## src/rtl/glove_norm_pkg.sv

```systemverilog
// Shared calibration tables and fixed-point format for the glove normalizer/denormalizer pair.
// Both blocks import these tables so the forward and inverse transforms stay consistent.
package glove_norm_pkg;

  localparam int N_CH = 8;
  localparam int FRAC = 8;

  localparam logic signed [15:0] MEAN [0:N_CH-1] = '{
    16'sh0305, -16'sh0058, 16'sh0101, 16'sh013e,
    16'sh0144, 16'sh014e, 16'sh0154, 16'sh0133
  };

  localparam logic signed [15:0] STD [0:N_CH-1] = '{
    16'sh01f1, 16'sh00fd, 16'sh0110, 16'sh0013,
    16'sh002d, 16'sh002b, 16'sh0024, 16'sh0029
  };

  typedef enum logic [1:0] {
    S_IDLE = 2'd0,
    S_CALC = 2'd1,
    S_DONE = 2'd2
  } state_e;

endpackage

```

## src/rtl/denorm_lane.sv

```systemverilog
// Combinational single-channel inverse transform: round(norm * std / 2^FRAC) + mean,
// with rounding half toward +inf and saturation to the signed 16-bit range.
module denorm_lane #(
  parameter int FRAC = glove_norm_pkg::FRAC
) (
  input  logic signed [15:0] norm,
  input  logic signed [15:0] std,
  input  logic signed [15:0] mean,
  output logic signed [15:0] result
);

  localparam logic signed [32:0] RND_HALF = 33'sd1 <<< (FRAC - 1);

  logic signed [31:0]       prod_s;
  logic signed [32:0]       rnd_s;
  logic signed [32-FRAC:0]  shf_s;
  logic signed [25:0]       sum_s;

  assign prod_s = 32'(norm) * 32'(std);
  assign rnd_s  = 33'(prod_s) + RND_HALF;
  // Dropping the low FRAC bits of a signed value is an arithmetic shift (floor).
  assign shf_s  = rnd_s[32:FRAC];
  assign sum_s  = 26'(shf_s) + 26'(mean);

  // Saturate the widened sum back into 16 bits.
  always_comb begin
    result = sum_s[15:0];
    if (sum_s > 26'sd32767) begin
      result = 16'sh7fff;
    end else if (sum_s < -26'sd32768) begin
      result = 16'sh8000;
    end else begin
      result = sum_s[15:0];
    end
  end

endmodule

```

## src/rtl/denormalizer.sv

```systemverilog
// Serial denormalizer: one shared lane walks the eight channels, results are staged in a
// shadow buffer and published to o_data all at once with a one-cycle o_finished pulse.
module denormalizer #(
  parameter int N_CH = 8,
  parameter int FRAC = 8
) (
  input  logic               i_clk,
  input  logic               i_rst_n,
  input  logic               i_start,
  input  logic signed [15:0] i_norm [0:N_CH-1],
  output logic signed [15:0] o_data [0:N_CH-1],
  output logic               o_busy,
  output logic               o_finished
);

  localparam int               IDX_W    = $clog2(N_CH);
  localparam logic [IDX_W-1:0] IDX_LAST = IDX_W'(N_CH - 1);

  glove_norm_pkg::state_e state_r;
  glove_norm_pkg::state_e state_nx_s;

  logic [IDX_W-1:0]   idx_r;
  logic signed [15:0] norm_buf_r [0:N_CH-1];
  logic signed [15:0] shadow_r   [0:N_CH-1];
  logic signed [15:0] lane_res_s;
  logic               start_s;
  logic               last_s;

  denorm_lane #(
    .FRAC (FRAC)
  ) u_lane (
    .norm   (norm_buf_r[idx_r]),
    .std    (glove_norm_pkg::STD[idx_r]),
    .mean   (glove_norm_pkg::MEAN[idx_r]),
    .result (lane_res_s)
  );

  // Next-state logic; start_s/last_s mark the latch and publish edges.
  always_comb begin
    state_nx_s = state_r;
    start_s    = 1'b0;
    last_s     = 1'b0;
    case (state_r)
      glove_norm_pkg::S_IDLE: begin
        if (i_start) begin
          state_nx_s = glove_norm_pkg::S_CALC;
          start_s    = 1'b1;
        end else begin
          state_nx_s = glove_norm_pkg::S_IDLE;
        end
      end
      glove_norm_pkg::S_CALC: begin
        if (idx_r == IDX_LAST) begin
          state_nx_s = glove_norm_pkg::S_DONE;
          last_s     = 1'b1;
        end else begin
          state_nx_s = glove_norm_pkg::S_CALC;
        end
      end
      glove_norm_pkg::S_DONE: state_nx_s = glove_norm_pkg::S_IDLE;
      default:                state_nx_s = glove_norm_pkg::S_IDLE;
    endcase
  end

  // State register.
  always_ff @(posedge i_clk or posedge i_rst_n) begin
    if (i_rst_n) begin
      state_r <= glove_norm_pkg::S_IDLE;
    end else begin
      state_r <= state_nx_s;
    end
  end

  // Input latch, channel walk, shadow staging and atomic output publish.
  always_ff @(posedge i_clk or posedge i_rst_n) begin
    if (i_rst_n) begin
      idx_r      <= '0;
      o_busy     <= 1'b0;
      o_finished <= 1'b0;
      for (int i = 0; i < N_CH; i++) begin
        norm_buf_r[i] <= 16'sd0;
        shadow_r[i]   <= 16'sd0;
        o_data[i]     <= 16'sd0;
      end
    end else begin
      o_busy     <= (state_nx_s != glove_norm_pkg::S_IDLE);
      o_finished <= last_s;
      if (start_s) begin
        norm_buf_r <= i_norm;
        idx_r      <= '0;
      end else if (last_s) begin
        idx_r <= '0;
        for (int i = 0; i < N_CH - 1; i++) begin
          o_data[i] <= shadow_r[i];
        end
        o_data[N_CH-1] <= lane_res_s;
      end else if (state_r == glove_norm_pkg::S_CALC) begin
        shadow_r[idx_r] <= lane_res_s;
        idx_r           <= idx_r + 1'b1;
      end
    end
  end

endmodule

```

## config.mk

```make
export PLATFORM = sky130hd
export DESIGN_NAME = denormalizer
export DESIGN_NICKNAME = d
export VERILOG_FILES = /design/src/rtl/glove_norm_pkg.sv /design/src/rtl/denorm_lane.sv /design/src/rtl/denormalizer.sv
export SDC_FILE = /design/constraint.sdc
export NUM_CORES = 1
export LEC_CHECK = 0
export CAP_MARGIN = 10
export CORE_ASPECT_RATIO = 0.6
export CORE_MARGIN = 2
export CORE_UTILIZATION = 57
export DETAILED_ROUTE_END_ITERATION = 12
export GPL_TIMING_DRIVEN = 0
export PLACE_DENSITY = 0.8
export RECOVER_POWER = 50
export SLEW_MARGIN = 25
export SYNTH_ARGS = -nofsm -noshare
export SYNTH_HDL_FRONTEND = slang
export SYNTH_SLANG_ARGS = --single-unit
```

## constraint.sdc

```tcl
create_clock -name i_clk -period 18.1 [get_ports i_clk]
set_input_delay 4.525 -clock i_clk [delete_from_list [all_inputs] [get_ports i_clk]]
set_output_delay 4.525 -clock i_clk [all_outputs]
set_load 0.05 [all_outputs]
```

# After elaboration in Yosys (flattened, before gate mapping)
# Memories as Yosys holds them, arrays and structs flattened.
# Cells that the tools add are included.
# op_classes
order_cmp,4
n_reduce_logical,6
bitwise_logic,3
mul,1
add_sub_neg,3
eq_ne,2
mux,22
# op_table
op,count
16-bit two-way mux,9
128-bit bitwise mux,1
16-bit binary-select mux with 3-bit select,1
16-bit demux with 3-bit select,1
32-bit by 9-bit adder with 33-bit output (second input constant),1
16-bit by 16-bit multiplier with 32-bit output,1
25-bit by 16-bit adder with 26-bit output,1
26-bit by 16-bit > comparator with 1-bit output (second input constant),1
26-bit by 16-bit less-than comparator with 1-bit output (second input constant),1
3-bit two-way mux,3
1-bit two-way mux,5
4-bit >= comparator (second input constant),1
4-bit by 1-bit less-than comparator with 1-bit output (second input constant),1
3-bit NOT with 4-bit output,1
2-bit one-hot mux with 2 select lines,1
3-bit by 1-bit adder with 3-bit output (second input constant),1
3-bit equality test (second input constant),1
3-bit AND reduction,1
3-bit nonzero test,1
2-bit by 1-bit equality test with 1-bit output (second input constant),1
2-bit logical NOT,1
2-bit two-way mux,1
1-bit NOT,2
2-bit AND reduction,1
2 further kinds,2
# totals
regBits,391
output_inout_bits,130
wordCells,71
mem_bits_ro,256
mem_count,2
in_bits,131
# mem_list
memory,words,width,read_ports,rd_ports_with_merged_regs,wr,line_no,rtl
(no name shown),8,16,1,0,0,denormalizer.sv:34,".mean (glove_norm_pkg::MEAN[idx_r]),"
(no name shown),8,16,1,0,0,denormalizer.sv:33,".std (glove_norm_pkg::STD[idx_r]),"

# Logic depth before layout (Yosys ltp)
# depth
depth_word,11
depth_mapped,47
ltp_nobuf,41

# Cells and area by module
# A second synthesis with hierarchy kept.
# hier_totals
hier_cells,2222
hier_area_um2,26381.6
# modules_own_cells
mod,seq_area_each_um2,cells_per_inst,area_each_um2,instances
denormalizer,9384.0,929,15064.4,1
denorm_lane,0.0,1293,11317.1,1

# Worst setup path after synthesis
# OpenSTA, ideal clock, no wires.
# synth_path
path_type,register to register
start,register idx_r[0]
end,register shadow_r[114] in the netlist's numbering
arrival_time_ns,10.659
setup_slack_ns,7.347
setup_ns,0.094
period_less_slack_ns,10.753
path_buffers,6
path_stages_with_launch,44
path_cell_list,dfrtp_1 buf_2 buf_4 buf_1 buf_1 mux2i_1 o22ai_1 a21o_1 and2_1 fa_1 inv_1 fa_1 fa_1 fa_1 inv_1 fa_1 inv_1 fa_1 (+8 left out) nand2_1 and2_1 o21a_1 nor2_1 xnor2_1 ha_1 clkbuf_1 a21oi_1 o21ai_0 a211o_1 a221o_1 or4b_2 a21oi_1 o21ai_1 o31ai_4 nor3_1 buf_2 a211oi_1
# synth_via
elab_chain_len,11
elab_cells_between_ends,28
classes_between,add/sub (2); mul (1); order compare (4); eq/ne (1); mux (14); bitwise (2); reduce/logical (2); memory (2)
# synth_lines
item,line_no,rtl
start: declaration,denormalizer.sv:22,logic [IDX_W-1:0] idx_r;
start signal: assignment,denormalizer.sv:99,idx_r <= idx_r + 1'b1;
3-bit NOT with 4-bit output (not written as such),--,
memory 8 x 16 bit / 16-bit binary-select mux with 3-bit select (equally long branches),--,
"16-bit two-way mux, on equally long branches (2 in series)","denormalizer.sv:33, denormalizer.sv:32",
16-bit by 16-bit multiplier with 32-bit output,denorm_lane.sv:19,assign prod_s = 32'(norm) * 32'(std);
32-bit by 9-bit adder with 33-bit output,denorm_lane.sv:20,assign rnd_s = 33'(prod_s) + RND_HALF;
25-bit by 16-bit adder with 26-bit output,denorm_lane.sv:23,assign sum_s = 26'(shf_s) + 26'(mean);
26-bit by 16-bit less-than comparator with 1-bit output,denorm_lane.sv:30,end else if (sum_s < -26'sd32768) begin
16-bit two-way mux,denorm_lane.sv:30,
16-bit two-way mux,denorm_lane.sv:28,if (sum_s > 26'sd32767) begin
128-bit bitwise mux,denormalizer.sv:98,shadow_r[idx_r] <= lane_res_s;
end signal: indexed assignment,denormalizer.sv:98,
end: declaration,denormalizer.sv:24,logic signed [15:0] shadow_r [0:N_CH-1];
# Several ways; a longest one is shown, not always the timed one. The select of a mux whose other input is x is not followed.
# A chain may end at the register's enable or synchronous reset.

# Worst setup path in the final report
# layout_path
start,register idx_r[0]
end,register shadow_r[58] in the netlist's numbering
# The elaborated chain is that of the path after synthesis.

==> impl_metrics.env <==
export IMPL_outcome="complete, but fails checks"
export IMPL_failed_checks="capacitance limit, slew limit"
export IMPL_slew_headroom_pct=-262
export IMPL_synthesis_area_mm2=0.0231
export IMPL_whs_path_depth=2
export IMPL_die_w_um=264
export IMPL_core_mm2=0.0402
export IMPL_async_reset_ff_share_pct=100
export IMPL_cts_buffer_depth=3
export IMPL_dr_total_vias=18704
export IMPL_whs_ps=466
export IMPL_port_buffers=260
export IMPL_grt_overflow_total=0
export IMPL_cts_root_buf="clkbuf_16"
export IMPL_cpMaxStageDelayCell="buf_1"
export IMPL_busiest_layer="met2"
export IMPL_area_growth_pct=19.5
export IMPL_cts_clk_slew_worst_paths_ps=60
export IMPL_grt_met1_usage_pct=47.5
export IMPL_yosysSeqAreaShare_pct=40.6
export IMPL_cts_resized=0
export IMPL_r2r_start="idx_r[0]"
export IMPL_setup_tns_ps=0
export IMPL_post_drt_wl_per_cell_um=21.2
export IMPL_rsz0062_at_grt="no"
export IMPL_grt_pass1_wl_um=107000
export IMPL_grt_start_max_net_pins=105
export IMPL_fin_crit_sh_pct=79.4
export IMPL_track_usage_pct=32.8
export IMPL_hold_start="shadow_r[46]"
export IMPL_ios=261
export IMPL_yosys_warnings=0
export IMPL_drv_cap=3
export IMPL_layout_setup_ws_ps=3730
export IMPL_finalMaxSlewViolations=280
export IMPL_regToRegEndpoint="shadow_r[58]"
export IMPL_clock_fmax_mhz=69.6
export IMPL_fillerInstances=2964
export IMPL_cts_sinks=374
export IMPL_met3_usage_pct=10.4
export IMPL_syn_num_nets=2721
export IMPL_drt_initial_drc_count=2172
export IMPL_finalCriticalPeriod_ps=14370
export IMPL_clock_tree_htree_level_count=2
export IMPL_finalWeightedCongestion=0.940
export IMPL_reg2regPathDepth=44
export IMPL_avgSynthCellArea_um2=9.95
export IMPL_synth_ff_type="dfrtp_1"
export IMPL_min_to="o_data[46]"
export IMPL_end_kind="flop"
export IMPL_crit_fanout=10
export IMPL_drtPass1Iterations=6
export IMPL_clock_latency_ps=550
export IMPL_antenna_cells=0
export IMPL_hpwlAfterDp_um=52500
export IMPL_min_path_type="flop to flop"
export IMPL_cpPeakStageDelay_ps=830
export IMPL_synth_top_cell_by_area="dfrtp_1"
export IMPL_worstSetupStartpointType="flop"
export IMPL_skew_ps=26.4
export IMPL_std_cell_rows=57
export IMPL_yosysUniqueCellTypes=72
export IMPL_avgViaCountPerCell=5.89
export IMPL_final_nets=3023
export IMPL_cp_required_ps=18450
export IMPL_met2_usage_pct=48.1
export IMPL_ys_ff_latch=374
export IMPL_grt_pass1_vias=19190
export IMPL_crit_path_start="idx_r[0]"
export IMPL_post_cts_buffers=0
export IMPL_initial_core_util_pct=57.4
export IMPL_drive_gt1_share_pct=9.30
export IMPL_numCtsBuffers=36
export IMPL_setup_viol=0
export IMPL_seq_area_mm2=0.00936
export IMPL_die_y_um=160
export IMPL_synth_edf_count=0
export IMPL_die_area_mm2=0.0421
export IMPL_cp_arrival_ps=14720
export IMPL_tightest_slew_ps=5420
export IMPL_path_class="flop to flop"
export IMPL_cts_hold_buffers=0
export IMPL_cts_tree="done"
export IMPL_route_detailed_drc=0
export IMPL_multi_input_area_mm2=0.0124
export IMPL_wirelength_um=67400
export IMPL_ys_top_cells_by_area="dfrtp_1, fa_1, ha_1, mux2_2, nand2_1"
export IMPL_ys_top_cells_by_count="nand2_1, dfrtp_1, inv_1"
export IMPL_timing_final_hold_violations=0
export IMPL_antenna_found_initial=0
export IMPL_r2r_slack_ps=3730
export IMPL_synth_most_common_cell="nand2_1"
export IMPL_synth_top_area_share_pct=40.6
export IMPL_postLayoutCoreUtil_pct=68.6
export IMPL_pre_cts_ws_ps=3930
export IMPL_synth_cells=2319
export IMPL_ant_nets=0
## through the flow
stage	instance area (µm²)	instances
after global placement	26300	3110
final	27600	3177
after CTS	27600	3177
after floorplan	23100	2319
after detailed placement	26500	3114
after global routing	27600	3177
## cell families after synthesis
family                     synth area share (%)
AOI/OAI and AO/OA                          10.4
xor gates and xnor gates                  0.911
adders and majority gates                  18.9
buffers and inverters                      5.91
DFF                                        40.6
muxes                                      9.47
and+or+nand+nor                            13.9
## critical path: cells and delay by family, from the launching register on
| kind | cells | cell delay, ps |
|---|---|---|
| simple gates | 13 | 2600 |
| compound gates | 11 | 4510 |
| flops | 1 | 440 |
| xor+xnor | 1 | 120 |
| buf+inv | 10 | 3000 |
| fa+ha+maj | 8 | 3080 |
| mux | 1 | 390 |
## registers in the layout (all words and copies together), names as in the netlist
name and count:
norm_buf_r 128, o_data 128, shadow_r 112, idx_r 3, o_busy 1, o_finished 1
state_r 1
## placed cells by master, fill, tap and decap left out, types with 12 or more instances in the layout
cell	netlist	final
nand2_1	412	412
dfrtp_1	374	374
clkdlybuf4s50_1	0	258
inv_1	245	245
nor2_1	198	198
ha_1	142	142
mux2_2	138	138
fa_1	129	129
clkbuf_1	94	106
a211oi_1	95	95
a21oi_1	70	66
and2_1	43	43
o21ai_0	40	38
clkbuf_16	0	36
a21o_1	30	30
mux2i_1	28	28
nor3_1	27	27
o22ai_1	25	25
xnor2_1	18	18
nand2b_1	17	17
nand3_1	17	17
mux4_2	15	15
nor2b_1	15	15
a31oi_1	12	12
## how the worst max path moves through the flow
stage	endpoint	slack, ps
finish	shadow_r[58]	3730
global placement	o_data[116]	-560
floorplan	idx_r[0]	3190
CTS	shadow_r[58]	3810
detailed placement	shadow_r[42]	3930
global route	shadow_r[58]	2930
## routing by layer
metal  part of all wire, %  vias to the layer above  wire length (µm)
met4                   2.3                        0              1520
met5                     0                        -                 0
li1                      -                     8324                 -
met3                    12                      126              7760
met2                    43                      885             28900
met1                    43                     9369             29200
## final cells by class
| class | instances | area share, % |
|---|---|---|
| plain buffers | 111 | 1.59 |
| clock buffers | 54 | 3.80 |
| clock inverters | 9 | 0.409 |
| inverters | 247 | 3.37 |
| multi-input cells | 1587 | 44.9 |
| flip-flops and latches | 374 | 34.0 |
| well taps | 531 | 2.41 |
| repair buffers | 264 | 9.61 |
Power is left out: the tool's default activity adds up to more than one toggle a clock period on the data nets, which glitch-free logic cannot reach.
